<file path="src/rtl/spi_pkg.sv">
// Shared types and constants for the SPI responder.
// State encoding plus the fixed SPI mode (CPOL/CPHA).
package spi_pkg;

  typedef enum logic [1:0] {
    SLV_IDLE,
    SLV_SHIFT,
    SLV_RELOAD
  } spi_slv_state_t;

  localparam int SPI_MODE = 0;

endpackage

</file>
<file path="src/rtl/spi_sync_edge.sv">
// Multi-flop synchroniser followed by one edge-detect flop.
// Reports the synchronised level and single-cycle rise/fall strobes.
module spi_sync_edge #(
  parameter int   STAGES  = 2,
  parameter logic RST_VAL = 1'b0
) (
  input  logic clk,
  input  logic rst,
  input  logic din,
  output logic level,
  output logic rise,
  output logic fall
);

  logic [STAGES-1:0] sync_q, sync_d;
  logic              prev_q, prev_d;

  always_comb begin
    sync_d = {sync_q[STAGES-2:0], din};
    prev_d = sync_q[STAGES-1];
  end

  always_ff @(posedge clk) begin
    if (rst) begin
      sync_q <= {STAGES{RST_VAL}};
      prev_q <= RST_VAL;
    end else begin
      sync_q <= sync_d;
      prev_q <= prev_d;
    end
  end

  assign level = sync_q[STAGES-1];
  assign rise  = level & ~prev_q;
  assign fall  = ~level & prev_q;

endmodule

</file>
<file path="src/rtl/spi_slave.sv">
// SPI mode-0 responder with oversampled SCK/SS/MOSI and tx holding reg.
// Optional sticky tx-underrun flag: define SPI_SLAVE_OVERRUN_EN.
module spi_slave
  import spi_pkg::*;
#(
  parameter int DATA_W      = 8,
  parameter int SYNC_STAGES = 2
) (
  input  logic              clk,
  input  logic              SPI_reset,
  input  logic              SPI_sck,
  input  logic              SPI_ss,
  input  logic              SPI_mosi,
  output logic              SPI_miso,
  input  logic              SPI_MSB,
  input  logic [DATA_W-1:0] SPI_data_tx,
  input  logic              SPI_tx_valid,
  output logic              SPI_tx_ready,
  output logic [DATA_W-1:0] SPI_data_rx,
  output logic              SPI_rx_valid,
  output logic              SPI_flag
`ifdef SPI_SLAVE_OVERRUN_EN
  ,
  output logic              SPI_overrun
`endif
);

  localparam int   CNT_W    = $clog2(DATA_W);
  localparam logic SCK_IDLE = 1'((SPI_MODE >> 1) & 1);

  spi_slv_state_t state_q, state_d;

  logic              sck_lvl, sck_rise, sck_fall;
  logic              ss_lvl, ss_rise, ss_fall;
  logic [SYNC_STAGES-1:0] mosi_q, mosi_d;
  logic              mosi_lvl;

  logic [CNT_W-1:0]  bit_cnt_q, bit_cnt_d;
  logic [DATA_W-1:0] tx_sh_q, tx_sh_d;
  logic [DATA_W-1:0] rx_sh_q, rx_sh_d;
  logic [DATA_W-1:0] rx_data_q, rx_data_d;
  logic [DATA_W-1:0] hold_q, hold_d;
  logic              hold_full_q, hold_full_d;
  logic              msb_q, msb_d;
  logic              miso_q, miso_d;
  logic              flag_q, flag_d;
  logic              rx_valid_q, rx_valid_d;
  logic              pend_q, pend_d;

  logic [DATA_W-1:0] hold_src, tx_next, rx_next;
  logic              last_bit, consume, load;

  spi_sync_edge #(.STAGES(SYNC_STAGES), .RST_VAL(SCK_IDLE)) u_sck (
    .clk   (clk),
    .rst   (SPI_reset),
    .din   (SPI_sck),
    .level (sck_lvl),
    .rise  (sck_rise),
    .fall  (sck_fall)
  );

  spi_sync_edge #(.STAGES(SYNC_STAGES), .RST_VAL(1'b1)) u_ss (
    .clk   (clk),
    .rst   (SPI_reset),
    .din   (SPI_ss),
    .level (ss_lvl),
    .rise  (ss_rise),
    .fall  (ss_fall)
  );

  assign mosi_d   = {mosi_q[SYNC_STAGES-2:0], SPI_mosi};
  assign mosi_lvl = mosi_q[SYNC_STAGES-1];

  assign hold_src = hold_full_q ? hold_q : '0;
  assign last_bit = bit_cnt_q == CNT_W'(DATA_W - 1);
  assign tx_next  = msb_q ? (tx_sh_q << 1) : (tx_sh_q >> 1);
  assign rx_next  = msb_q ? {rx_sh_q[DATA_W-2:0], mosi_lvl}
                          : {mosi_lvl, rx_sh_q[DATA_W-1:1]};
  assign consume  = (state_q == SLV_IDLE && ss_fall)
                  || state_q == SLV_RELOAD;
  assign load     = SPI_tx_valid & ~hold_full_q;

  always_ff @(posedge clk) begin
    if (SPI_reset) begin
      state_q     <= SLV_IDLE;
      mosi_q      <= '0;
      bit_cnt_q   <= '0;
      tx_sh_q     <= '0;
      rx_sh_q     <= '0;
      rx_data_q   <= '0;
      hold_q      <= '0;
      hold_full_q <= 1'b0;
      msb_q       <= 1'b1;
      miso_q      <= 1'b0;
      flag_q      <= 1'b0;
      rx_valid_q  <= 1'b0;
      pend_q      <= 1'b0;
    end else begin
      state_q     <= state_d;
      mosi_q      <= mosi_d;
      bit_cnt_q   <= bit_cnt_d;
      tx_sh_q     <= tx_sh_d;
      rx_sh_q     <= rx_sh_d;
      rx_data_q   <= rx_data_d;
      hold_q      <= hold_d;
      hold_full_q <= hold_full_d;
      msb_q       <= msb_d;
      miso_q      <= miso_d;
      flag_q      <= flag_d;
      rx_valid_q  <= rx_valid_d;
      pend_q      <= pend_d;
    end
  end

  always_comb begin
    state_d = state_q;
    unique case (state_q)
      SLV_IDLE:   if (ss_fall) state_d = SLV_SHIFT;
      SLV_SHIFT:  if (sck_rise && last_bit) state_d = SLV_RELOAD;
      SLV_RELOAD: state_d = SLV_SHIFT;
      default:    state_d = SLV_IDLE;
    endcase
    if (ss_rise) state_d = SLV_IDLE;
  end

  always_comb begin
    bit_cnt_d   = bit_cnt_q;
    tx_sh_d     = tx_sh_q;
    rx_sh_d     = rx_sh_q;
    rx_data_d   = rx_data_q;
    msb_d       = msb_q;
    miso_d      = miso_q;
    flag_d      = flag_q;
    rx_valid_d  = 1'b0;
    pend_d      = pend_q;
    hold_d      = load ? SPI_data_tx : hold_q;
    hold_full_d = load | (hold_full_q & ~consume);
    unique case (state_q)
      SLV_IDLE: begin
        miso_d    = 1'b0;
        bit_cnt_d = '0;
        if (ss_fall) begin
          msb_d   = SPI_MSB;
          tx_sh_d = hold_src;
          rx_sh_d = '0;
          pend_d  = 1'b0;
          flag_d  = 1'b1;
          miso_d  = SPI_MSB ? hold_src[DATA_W-1] : hold_src[0];
        end
      end
      SLV_SHIFT: begin
        if (sck_rise) begin
          rx_sh_d   = rx_next;
          bit_cnt_d = bit_cnt_q + CNT_W'(1);
          if (last_bit) begin
            rx_data_d  = rx_next;
            rx_valid_d = 1'b1;
          end
        end else if (sck_fall) begin
          // after a reload the new first bit is already in place
          if (pend_q) begin
            pend_d = 1'b0;
            miso_d = msb_q ? tx_sh_q[DATA_W-1] : tx_sh_q[0];
          end else begin
            tx_sh_d = tx_next;
            miso_d  = msb_q ? tx_next[DATA_W-1] : tx_next[0];
          end
        end
      end
      SLV_RELOAD: begin
        tx_sh_d   = hold_src;
        rx_sh_d   = '0;
        bit_cnt_d = '0;
        pend_d    = 1'b1;
      end
      default: ;
    endcase
    if (ss_rise) begin
      miso_d = 1'b0;
      flag_d = 1'b0;
    end
  end

`ifdef SPI_SLAVE_OVERRUN_EN
  logic under_q, under_d;
  logic ovr_q, ovr_d;

  always_comb begin
    under_d = consume ? ~hold_full_q : under_q;
    ovr_d   = ovr_q & ~load;
    if (rx_valid_d && under_q) ovr_d = 1'b1;
  end

  always_ff @(posedge clk) begin
    if (SPI_reset) begin
      under_q <= 1'b0;
      ovr_q   <= 1'b0;
    end else begin
      under_q <= under_d;
      ovr_q   <= ovr_d;
    end
  end

  assign SPI_overrun = ovr_q;
`endif

  assign SPI_miso     = miso_q;
  assign SPI_tx_ready = ~hold_full_q;
  assign SPI_data_rx  = rx_data_q;
  assign SPI_rx_valid = rx_valid_q;
  assign SPI_flag     = flag_q;

endmodule

</file>
<file path="config.mk">
export PLATFORM = sky130hd
export DESIGN_NAME = spi_slave
export DESIGN_NICKNAME = d
export VERILOG_FILES = /design/src/rtl/spi_pkg.sv /design/src/rtl/spi_sync_edge.sv /design/src/rtl/spi_slave.sv
export SDC_FILE = /design/constraint.sdc
export NUM_CORES = 1
export LEC_CHECK = 0
export ABC_AREA = 1
export CAP_MARGIN = 20
export CORE_UTILIZATION = 30
export CTS_BUF_LIST = sky130_fd_sc_hd__clkbuf_8 sky130_fd_sc_hd__clkbuf_16
export CTS_CLUSTER_DIAMETER = 150
export DETAILED_ROUTE_END_ITERATION = 6
export GPL_ROUTABILITY_DRIVEN = 0
export SYNTH_ARGS = -nofsm -noshare
export SYNTH_HDL_FRONTEND = slang
export SYNTH_SLANG_ARGS = --single-unit
</file>
<file path="constraint.sdc">
create_clock -name clk -period 3.8 [get_ports clk]
set_clock_uncertainty 0.05 [all_clocks]
set_input_delay 0.57 -clock clk [delete_from_list [all_inputs] [get_ports clk]]
set_output_delay 0.57 -clock clk [all_outputs]
set_load 0.005 [all_outputs]
</file>
==> impl_results.md <==
* Status: completed
* IO Port Bufs at 26
* Synth Area in Adders at 1.10%
* Antenna Nets Post-Route at 0
* Startpoint Class: input port
* Syn nets at 344
* Clock root cell: clkbuf_8
* Layout area overhead at 18.0%
* Leak Pwr at 1.17 nW
* Max H-tree Level at 2
* Synthesis-stage register bit count at 51
* Fillers at 816
* CTS tree: built
* Total grt overflow at 0
* Pre-Repair DR Iteration Count at 6
* Final design utilization at 36.7%
* Kind of critical path: input port to flop
* Avg Inst Size Synth at 6.93 um2
* Final period util at 55.2%
* Main combinational cell family by area after synthesis: simple AND/OR/NAND/NOR gates
* Share of cells above drive strength 1 at 5.98%
* Synth Area in Compound Gates at 10.6%
* Resize count post-CTS at 0
* Worst EP required at 3.97 ns
* Relative max-transition margin at 44.7%
* WP data arrival at 2.27 ns
* Post-synthesis mux area share at 0%
* # IOs at 27
* DRC Markers at 0
* CTS Buf Count at 5
* 1st-iter DRT viols at 116
* Largest net degree at the start of global routing at 28
* Slew @ Worst Pin at 0.828 ns
* Post-synthesis xor/xnor area fraction at 0%
* Hold_buf cts at 0
* GR Util All Layers at 13.1%
* YS warnings at 0
* Clock latency at the later pin of the worst-skew pair at 0.31 ns
* Fin. Hold Viols at 0
* Highest-count cells in the layout ignoring fill and taps: nand2_1, nor2_1, dfxtp_1
* Avg WL per Cell at 10.1 um
* Finished Cell Area at 2670 um2
* MaxCap Viol Count at 0
* Placed insts at 442
* Antenna cells at 0
* Clk buf depth at 2
* Setup crit end kind: flop
* Vias at 1980
* Max stage delay cell, worst path: clkdlybuf4s50_1
* DPL Wire Length at 3230 um
* Sequential share of the synthesized area at 45.1%
* Total negative slack at 0 ns
* Achievable Freq at 476 MHz
* Yosys cell types at 26
* CTS Sinks at 51
* Antenna violations before repair at 0
* HP Class: flop to flop
* Critical Path Fanout Max at 21
* Row cnt at 31
* First-pass GRT wire length at 7970 um
* Slew Limit Fails at 0
* Core Area at 7290 um2
* DRT Wirelength at 4560 um
* Final #Nets at 367
* PwrDens at 383 nW/um2
* Vias per cell at 4.40
* Final setup violating endpoints at 0
* WHS at 0.358 ns
* Fin cells at 450
* Post-CTS setup buffers at 0
* Critical path, cell by cell: clkdlybuf4s50_1 > clkinv_1 > o21ai_0 > o21bai_1 > inv_1 > nand2_1 > inv_1
* Die Y at 88.9 um
* Post-DP Area at 2580 um2
* Reg clk slew, reported paths at 0.10 ns
* Starting density of the core at 31.1%
* Die area at 7900 um2
* CP most frequent cell: inv_1
* Post-Synthesis Cells at 327
* Vias in the first global route at 1820
* Simple-Gate Fraction of Synth Area at 34.3%
* CP peak stage delay at 0.96 ns
* Mapped Area at 2260 um2
* Leading cell type in the layout, fill and taps excluded: nand2_1
* Worst VDD drop at 0.000147 V
* RSZ-0062 raised after global routing: false
* Min Tclk post-route at 2.10 ns
* Die X at 88.9 um
state kept, by name, indices dropped and copies added, names as in the netlist, 2 cells and up:
register	cells
SPI_data_rx	8
bit_cnt_q	3
hold_q	8
mosi_q	2
rx_sh_q	8
state_q	2
tx_sh_q	8
u_sck.sync_q	2
u_ss.sync_q	2
synth_stat cells (all sizes together):
cell type   n  area [um2]
or2         3        18.8
o21ai      20         104
buf         7        56.3
inv        34         128
a21oi      14        70.1
nor2       60         238
and2        1        6.26
clkbuf      4        15.0
dfxtp      51        1020
ha          2        25.0
nand2      94         365
nand3      27         148
o211ai      7        52.6
o21bai      1        7.51
a31oi       1        6.26
clkinv      1        3.75
where the power goes:
part           switching (mW)  internal (mW)
Clock                   0.183          0.130
Sequential             0.0216          0.562
Combinational          0.0753         0.0527
metrics by stage:
step	setup WS (ns)	power (mW)
floorplan	2.50	0.688
global placement	1.47	0.723
detailed placement	1.39	0.725
CTS	1.72	1.04
global route	1.47	1.09
finish	1.70	1.02
cells by family after synthesis:
logic type / Yosys count
AO/OA/AOI/OAI: 43
flip-flops: 51
AND/OR/NAND/NOR: 185
adder cells (fa/ha/maj): 2
buffers and inverters: 46
path summary, 6_finish.rpt:
path / from / to / slack, ns / depth (start not counted)
worst max-delay path: SPI_reset / SPI_miso$_SDFFE_PP0P_ / 1.70 / 7
worst min-delay path: u_sck.sync_q[0]$_SDFF_PP0_ / u_sck.sync_q[1]$_SDFF_PP0_ / 0.36 / 2
worst max register to register: msb_q$_SDFFE_PP1P_ / rx_sh_q[6]$_SDFFE_PP0P_ / 1.83 / 6
worst min register to register: u_sck.sync_q[0]$_SDFF_PP0_ / u_sck.sync_q[1]$_SDFF_PP0_ / 0.36 / 2
worst max-delay path, delay by kind of cell:
family	cells	cell delay, ns
compound gates	2	0.40
buf+inv	4	1.23
simple gates	1	0.06
final cells by class:
cell class                      instances  area [um2]  share of cell area [%]
Clock buffer                            5        68.8                    2.57
Clock inverter                          3        18.8                   0.702
Inverter                               35         131                    4.92
Multi-Input combinational cell        230        1040                    39.0
Sequential cell                        51        1020                    38.2
Tap cell                               99         124                    4.63
Timing Repair Buffer                   27         268                    10.0
per-layer routing:
layer  share of wire [%]  vias up  track usage [%]
li1                    -     1069                -
met1                  50      870             16.5
met2                  44       37             21.5
met3                 3.9        4             3.36
met4                 1.6        0             5.28
met5                   0        -                0
(Power assumes the default switching activity.)
